`src/rtl/kamacore_mem_arbiter_if.sv`:
```
// Shared constants and the requester-side handshake bundle for kamacore_mem_arbiter.
// One interface instance per requester: request fields in, ready and response back.
package kamacore_pkg;
  parameter int CPU_WIDTH  = 32;
  parameter int BE_W       = CPU_WIDTH / 8;
  parameter int ADDR_WIDTH = 12;
endpackage

interface kamacore_mem_arbiter_if
  import kamacore_pkg::*;
#(
  parameter int MEM_ADDR_WIDTH = ADDR_WIDTH
);
  logic                      valid;
  logic                      ready;
  logic                      we;
  logic [MEM_ADDR_WIDTH-1:0] addr;
  logic [CPU_WIDTH-1:0]      wdata;
  logic [BE_W-1:0]           be;
  logic                      rsp_valid;
  logic [CPU_WIDTH-1:0]      rsp_rdata;
  logic                      rsp_err;

  modport master (
    output valid, we, addr, wdata, be,
    input  ready, rsp_valid, rsp_rdata, rsp_err
  );

  modport slave (
    input  valid, we, addr, wdata, be,
    output ready, rsp_valid, rsp_rdata, rsp_err
  );
endinterface

```
`src/rtl/kamacore_mem_arbiter.sv`:
```
// Port-A round-robin arbiter (LSU / debug loader) with read-modify-write for sub-word stores;
// port B is a combinational fetch pass-through. Optional: KAMACORE_MEM_BOUNDS_CHECK_EN.
module kamacore_mem_arbiter
  import kamacore_pkg::*;
#(
  parameter int MEM_ADDR_WIDTH = ADDR_WIDTH,
  parameter int RAM_SIZE       = 1024
) (
  input  logic                      clk,
  input  logic                      rst_n,
  kamacore_mem_arbiter_if.slave     req0,
  kamacore_mem_arbiter_if.slave     req1,
  input  logic [MEM_ADDR_WIDTH-1:0] if_addr,
  output logic [CPU_WIDTH-1:0]      if_data,
  output logic                      mem_we,
  output logic [MEM_ADDR_WIDTH-1:0] mem_a,
  output logic [CPU_WIDTH-1:0]      mem_di,
  input  logic [CPU_WIDTH-1:0]      mem_spo,
  output logic [MEM_ADDR_WIDTH-1:0] mem_dpra,
  input  logic [CPU_WIDTH-1:0]      mem_dpo
);

`ifdef KAMACORE_MEM_BOUNDS_CHECK_EN
  localparam logic RANGE_CHECK = 1'b1;
`else
  localparam logic RANGE_CHECK = 1'b0;
`endif
  localparam logic [MEM_ADDR_WIDTH:0] RAM_LIMIT = (MEM_ADDR_WIDTH+1)'(RAM_SIZE);

  typedef enum logic {IDLE, MERGE} state_t;

  state_t                         state_reg;
  logic                           last_grant_reg;
  logic [MEM_ADDR_WIDTH-1:0]      mem_a_reg;
  logic [MEM_ADDR_WIDTH-1:0]      lat_addr_reg;
  logic [CPU_WIDTH-1:0]           lat_wdata_reg;
  logic [BE_W-1:0]                lat_be_reg;
  logic                           lat_req_reg;
  logic [1:0]                     rsp_valid_reg;
  logic [1:0]                     rsp_err_reg;
  logic [1:0][CPU_WIDTH-1:0]      rsp_rdata_reg;

  logic                           any_valid;
  logic                           grant;
  logic                           accept;
  logic                           sel_we;
  logic [MEM_ADDR_WIDTH-1:0]      sel_addr;
  logic [CPU_WIDTH-1:0]           sel_wdata;
  logic [BE_W-1:0]                sel_be;
  logic                           sel_oob;
  logic                           sel_full;
  logic                           sel_partial;
  logic [CPU_WIDTH-1:0]           merge_data;

  // Fetch port never interacts with arbitration.
  assign mem_dpra = if_addr;
  assign if_data  = mem_dpo;

  assign any_valid = req0.valid | req1.valid;

  always_comb begin
    grant = 1'b0;
    if (req0.valid && req1.valid) grant = ~last_grant_reg;
    else if (req1.valid)          grant = 1'b1;
  end

  // Reset gates acceptance so nothing is granted that the reset would then drop.
  assign accept     = rst_n && (state_reg == IDLE) && any_valid;
  assign req0.ready = accept && !grant;
  assign req1.ready = accept && grant;

  assign sel_we    = grant ? req1.we    : req0.we;
  assign sel_addr  = grant ? req1.addr  : req0.addr;
  assign sel_wdata = grant ? req1.wdata : req0.wdata;
  assign sel_be    = grant ? req1.be    : req0.be;

  assign sel_oob     = RANGE_CHECK && ({1'b0, sel_addr} >= RAM_LIMIT);
  assign sel_full    = &sel_be;
  assign sel_partial = sel_we && !sel_oob && !sel_full && (|sel_be);

  generate
    for (genvar gi = 0; gi < BE_W; gi++) begin : g_merge
      assign merge_data[8*gi +: 8] = lat_be_reg[gi] ? lat_wdata_reg[8*gi +: 8]
                                                    : mem_spo[8*gi +: 8];
    end
  endgenerate

  always_comb begin
    mem_we = 1'b0;
    if (rst_n) begin
      if (state_reg == MERGE)                                mem_we = 1'b1;
      else if (accept && sel_we && sel_full && !sel_oob)     mem_we = 1'b1;
    end
  end

  assign mem_a  = (state_reg == MERGE) ? lat_addr_reg :
                  accept               ? sel_addr     : mem_a_reg;
  assign mem_di = (state_reg == MERGE) ? merge_data : sel_wdata;

  always_ff @(posedge clk) begin
    if (!rst_n) begin
      state_reg      <= IDLE;
      last_grant_reg <= 1'b1;
      mem_a_reg      <= '0;
      lat_addr_reg   <= '0;
      lat_wdata_reg  <= '0;
      lat_be_reg     <= '0;
      lat_req_reg    <= 1'b0;
      rsp_valid_reg  <= '0;
      rsp_err_reg    <= '0;
      rsp_rdata_reg  <= '0;
    end else begin
      rsp_valid_reg <= '0;
      rsp_err_reg   <= '0;
      mem_a_reg     <= mem_a;
      case (state_reg)
        IDLE: begin
          if (any_valid) begin
            last_grant_reg <= grant;
            if (sel_partial) begin
              state_reg     <= MERGE;
              lat_addr_reg  <= sel_addr;
              lat_wdata_reg <= sel_wdata;
              lat_be_reg    <= sel_be;
              lat_req_reg   <= grant;
            end else begin
              rsp_valid_reg[grant] <= 1'b1;
              rsp_err_reg[grant]   <= sel_oob;
              rsp_rdata_reg[grant] <= (!sel_we && !sel_oob) ? mem_spo : '0;
            end
          end
        end
        MERGE: begin
          state_reg                  <= IDLE;
          rsp_valid_reg[lat_req_reg] <= 1'b1;
          rsp_rdata_reg[lat_req_reg] <= '0;
        end
        default: state_reg <= IDLE;
      endcase
    end
  end

  assign req0.rsp_valid = rsp_valid_reg[0];
  assign req1.rsp_valid = rsp_valid_reg[1];
  assign req0.rsp_err   = rsp_err_reg[0];
  assign req1.rsp_err   = rsp_err_reg[1];
  assign req0.rsp_rdata = rsp_rdata_reg[0];
  assign req1.rsp_rdata = rsp_rdata_reg[1];

endmodule

```
`src/flat_wrapper.sv`:
```
// flat-port wrapper written by rule: the top's interface ports become plain ports
module kamacore_mem_arbiter_flat import kamacore_pkg::*;
#(
  parameter int MEM_ADDR_WIDTH = ADDR_WIDTH,
  parameter int RAM_SIZE       = 1024
)
  (clk, rst_n, if_addr, if_data, mem_we, mem_a, mem_di, mem_spo, mem_dpra, mem_dpo, req0_valid, req0_we, req0_addr, req0_wdata, req0_be, req0_ready, req0_rsp_valid, req0_rsp_rdata, req0_rsp_err, req1_valid, req1_we, req1_addr, req1_wdata, req1_be, req1_ready, req1_rsp_valid, req1_rsp_rdata, req1_rsp_err);
  kamacore_mem_arbiter_if #(.MEM_ADDR_WIDTH(MEM_ADDR_WIDTH)) req0_i ();
  kamacore_mem_arbiter_if #(.MEM_ADDR_WIDTH(MEM_ADDR_WIDTH)) req1_i ();
  input  logic clk;
  input  logic rst_n;
  input  logic [MEM_ADDR_WIDTH-1:0] if_addr;
  output logic [CPU_WIDTH-1:0] if_data;
  output logic mem_we;
  output logic [MEM_ADDR_WIDTH-1:0] mem_a;
  output logic [CPU_WIDTH-1:0] mem_di;
  input  logic [CPU_WIDTH-1:0] mem_spo;
  output logic [MEM_ADDR_WIDTH-1:0] mem_dpra;
  input  logic [CPU_WIDTH-1:0] mem_dpo;
  input wire logic [$bits(req0_i.valid)-1:0] req0_valid;
  input wire logic [$bits(req0_i.we)-1:0] req0_we;
  input wire logic [$bits(req0_i.addr)-1:0] req0_addr;
  input wire logic [$bits(req0_i.wdata)-1:0] req0_wdata;
  input wire logic [$bits(req0_i.be)-1:0] req0_be;
  output wire logic [$bits(req0_i.ready)-1:0] req0_ready;
  output wire logic [$bits(req0_i.rsp_valid)-1:0] req0_rsp_valid;
  output wire logic [$bits(req0_i.rsp_rdata)-1:0] req0_rsp_rdata;
  output wire logic [$bits(req0_i.rsp_err)-1:0] req0_rsp_err;
  input wire logic [$bits(req1_i.valid)-1:0] req1_valid;
  input wire logic [$bits(req1_i.we)-1:0] req1_we;
  input wire logic [$bits(req1_i.addr)-1:0] req1_addr;
  input wire logic [$bits(req1_i.wdata)-1:0] req1_wdata;
  input wire logic [$bits(req1_i.be)-1:0] req1_be;
  output wire logic [$bits(req1_i.ready)-1:0] req1_ready;
  output wire logic [$bits(req1_i.rsp_valid)-1:0] req1_rsp_valid;
  output wire logic [$bits(req1_i.rsp_rdata)-1:0] req1_rsp_rdata;
  output wire logic [$bits(req1_i.rsp_err)-1:0] req1_rsp_err;
  assign req0_i.valid = req0_valid;
  assign req0_i.we = req0_we;
  assign req0_i.addr = req0_addr;
  assign req0_i.wdata = req0_wdata;
  assign req0_i.be = req0_be;
  assign req0_ready = req0_i.ready;
  assign req0_rsp_valid = req0_i.rsp_valid;
  assign req0_rsp_rdata = req0_i.rsp_rdata;
  assign req0_rsp_err = req0_i.rsp_err;
  assign req1_i.valid = req1_valid;
  assign req1_i.we = req1_we;
  assign req1_i.addr = req1_addr;
  assign req1_i.wdata = req1_wdata;
  assign req1_i.be = req1_be;
  assign req1_ready = req1_i.ready;
  assign req1_rsp_valid = req1_i.rsp_valid;
  assign req1_rsp_rdata = req1_i.rsp_rdata;
  assign req1_rsp_err = req1_i.rsp_err;
  kamacore_mem_arbiter #(.MEM_ADDR_WIDTH(MEM_ADDR_WIDTH), .RAM_SIZE(RAM_SIZE)) u_core (.clk(clk), .rst_n(rst_n), .req0(req0_i), .req1(req1_i), .if_addr(if_addr), .if_data(if_data), .mem_we(mem_we), .mem_a(mem_a), .mem_di(mem_di), .mem_spo(mem_spo), .mem_dpra(mem_dpra), .mem_dpo(mem_dpo));
endmodule
```
`config.mk`:
```
export PLATFORM = sky130hd
export DESIGN_NAME = kamacore_mem_arbiter_flat
export DESIGN_NICKNAME = d
export VERILOG_FILES = /design/src/rtl/kamacore_mem_arbiter_if.sv /design/src/rtl/kamacore_mem_arbiter.sv /design/src/flat_wrapper.sv
export SDC_FILE = /design/constraint.sdc
export NUM_CORES = 1
export LEC_CHECK = 0
export BUFFER_PORTS_ARGS = -buffer_cell sky130_fd_sc_hd__buf_2
export CAP_MARGIN = 30
export CORE_ASPECT_RATIO = 1.75
export CORE_MARGIN = 3
export CORE_UTILIZATION = 40
export CTS_CLUSTER_SIZE = 14
export DETAILED_ROUTE_END_ITERATION = 12
export GPL_ROUTABILITY_DRIVEN = 0
export PLACE_DENSITY = 0.72
export SLEW_MARGIN = 40
export SYNTH_ARGS = -nofsm -noshare
export SYNTH_HDL_FRONTEND = slang
export SYNTH_SLANG_ARGS = --single-unit
```
`constraint.sdc`:
```
create_clock -name clk -period 5.35 [get_ports clk]
set_clock_uncertainty 0.1 [all_clocks]
set_input_delay 0 -clock clk [delete_from_list [all_inputs] [get_ports clk]]
set_output_delay 0 -clock clk [all_outputs]
set_load 0.02 [all_outputs]
```
==> metrics <==
GRT Max-Usage Layer=met2; Yosys reg bits=129; CTS Sinks=129; Pre-antenna DRT Iters=6; CP Launch Type=register; met2 track demand over resource=47.3%; vias after detailed routing=6784; number of synthesized flops with an enable pin=0; R2R Path End=u_core.req0.rsp_rdata[6]$_SDFFE_PN0P_; nets@finish=1161; GRT Total Usage=26.3%; critical-path cell list=a21bo_2 -> buf_4 -> nand4_1 -> a311oi_4 -> buf_4 -> a22o_1 -> dlygate4sd3_1; first-pass GRT wire length=36500 um; clk buf depth=2; Period minus WS final=3880 ps; maximum operating frequency=258 MHz; clk_lat worst skew=410 ps; Clock transition at path regs=70 ps; Crit Reg-Reg Startpoint=u_core.last_grant_reg$_SDFFE_PN1P_; die area=17600 sq um; GR Util met3=4.59%; met1 Track Usage GR=29.0%; global route overflow=0; crit path buf inv count=3; leak pwr=4.37 nW; Syn Inst Count=654; routed vias/inst=5.74; Synth Flop Type=dfxtp_1; # IOs=337; Syn. warnings=0; Worst Path Max Fanout=34; Critical Path Sink Type=register; H-tree depth=4; Yosys cell types=40; most used cell, CP=buf_4; share of the synthesized area in the top cell type=40.3%; CP max stage cell=a311oi_4; Max-Cap Viols=0; CTS buffer count=17; final setup vio count=0; Cell Pwr Density=311 nW/um^2; die span in x=102 um; reg2reg path depth=7; site row count=60; mapped cell area=6410 sq um; Req. time, crit path=5610 ps; DRC errors left=0; Critical Path AT=4140 ps; status=complete, no violations; CP Depth=7; Least-Margin Pin Slew=803 ps; IO Port Bufs=246; Final period util=72.5%; core region area=15500 sq um; register area share after synthesis=40.3%; hpwl dp=15800 um; largest net degree at the start of global routing=58; Final Hold Viols=0; FF-to-FF setup slack=1470 ps; area added between synthesis and finish=51.2%; syn avg cell area=9.80 sq um; leading area contributor after synthesis=dfxtp_1; layout cells sized above 1=34.2%; WS Path Type=reg2reg; buffers inserted by post-CTS timing repair=0; Area contributors post-synth=dfxtp_1 40%, a22o_1 8.7%, mux2i_1 6.9%, o221a_2 6.7%, buf_4 5.6%; Initial DRC Count=342; ys async rst share=0%; wire length per cell=20.3 um; CTS root buffer=clkbuf_16; slowest cell delay on critical path=740 ps; Setup TNS Final=0 ps; HP Class=in2reg; unrepaired setup endpoints after global routing=no; Largest delay share family, worst path=compound AO/OA/AOI/OAI gates; die height=173 um; post-route ant nets=0; Slew HR=46.3%; Initial Utilization=41.2%; max-slew violations=0; Min Hold Slack=3.30 ps; CTS tree=built; origin of the worst setup path=u_core.last_grant_reg$_SDFFE_PN1P_; final WL=24000 um; vias in the first global route=6815; crit path to=u_core.req0.rsp_rdata[6]$_SDFFE_PN0P_; initial antenna violation count=1; Max VDD drop=0.000154 V
worst reg2reg max path: cells and delay by family (launching register included):
kind                   cells  cell delay, ps
AOI/OAI and AO/OA          3            1520
buffers and inverters      3            1420
DFF                        1             440
and+or+nand+nor            1             370
placed cells by master, fill, tap and decap left out, types with 2 or more instances in the layout:
master         netlist  layout
buf_2               16     245
inv_1                3       3
clkbuf_16            0      17
clkinvlp_4           0       5
a221o_1             13      13
a22o_1              64      64
o221a_1             10      10
dfxtp_1            129     128
a211o_1             32      32
nor3_4               0       2
nand2b_1            14      14
nand4_1              3       3
bufinv_16            0       2
o221a_2             38      38
nor2_1              20      19
a22oi_1             12      12
buf_8                0       2
dlygate4sd3_1        0     164
conb_1               1       2
a211oi_1            33      32
nand3_1              4       4
and2_1              34      33
mux2i_1             44      44
nand2_1             21      21
a21oi_1             48      47
clkinv_4             0       4
buf_4               48       9
worst min-delay path by stage:
stage	cells after the start	startpoint	end	slack (ps)
after floorplan	1	mem_dpo[0]	if_data[0]	10
final	4	req0_wdata[14]	u_core.lat_wdata_reg[14]$_SDFFE_PN0P_	3
after CTS	4	req0_wdata[13]	u_core.lat_wdata_reg[13]$_SDFFE_PN0P_	0.1
after detailed placement	0	mem_dpo[21]	if_data[21]	-100
after global placement	0	mem_dpo[21]	if_data[21]	-100
after global routing	4	req0_wdata[13]	u_core.lat_wdata_reg[13]$_SDFFE_PN0P_	30
cell usage after synthesis (3+ instances only):
library cell  instances
dfxtp_1             129
a22o_1               64
a21oi_1              48
buf_4                48
mux2i_1              44
clkbuf_1             43
o221a_2              38
and2_1               34
a211oi_1             33
a211o_1              32
nand2_1              21
nor2_1               20
buf_2                16
nand2b_1             14
a221o_1              13
a22oi_1              12
o221a_1              10
buf_1                 4
nand3_1               4
inv_1                 3
nand4_1               3
nor3_1                3
per-stage QoR:
step                      cells  instance area [sq um]  power (mW)  worst slack (ps)  util [%]
after floorplan             655                   6410        1.56              3530         -
after global placement      982                   7370        1.72              2040      47.4
after detailed placement    986                   7460        1.74              2040      48.0
after CTS                  1181                   9690        3.02              1500      62.3
after global routing       1182                   9690        3.14              1300      62.4
final                      1182                   9690        3.02              1470      62.4
layout make-up:
class                           count  area, sq um
Multi-Input combinational cell    409         3260
Sequential cell                   129         2590
Inverter                            4         15.0
Fill cell                        1266         5850
Timing Repair Buffer              422         3010
Clock buffer                       19          443
Tap cell                          186          233
Antenna cell                        1         2.50
Clock inverter                     12          138
cells by family after synthesis:
group,after synthesis,synth area share (%)
buffers and inverters,117,10.1
other,1,0.0585
AOI/OAI and AO/OA,260,34.0
DFF,129,40.3
muxes,44,6.87
and+or+nand+nor,103,8.67
repair_timing:
item / CTS / global route
hold buffers: 164 / 0
resized for setup: 0 / 0
endpoints found under the hold margin: 169 / 0
power by group:
part | internal, mW | switching, mW | leakage (nW) | total (mW)
combinational | 0.354 | 0.413 | 3.04 | 0.767
clock | 0.697 | 0.449 | 0.267 | 1.15
sequential | 1.04 | 0.0685 | 1.06 | 1.11
routing by layer:
metal,routed length [um],part of all wire (%)
met1,8660,36
met5,0,0
met3,1580,6.6
met2,12600,53
met4,1130,4.7
No activity file was read; power rests on OpenSTA's default activity.
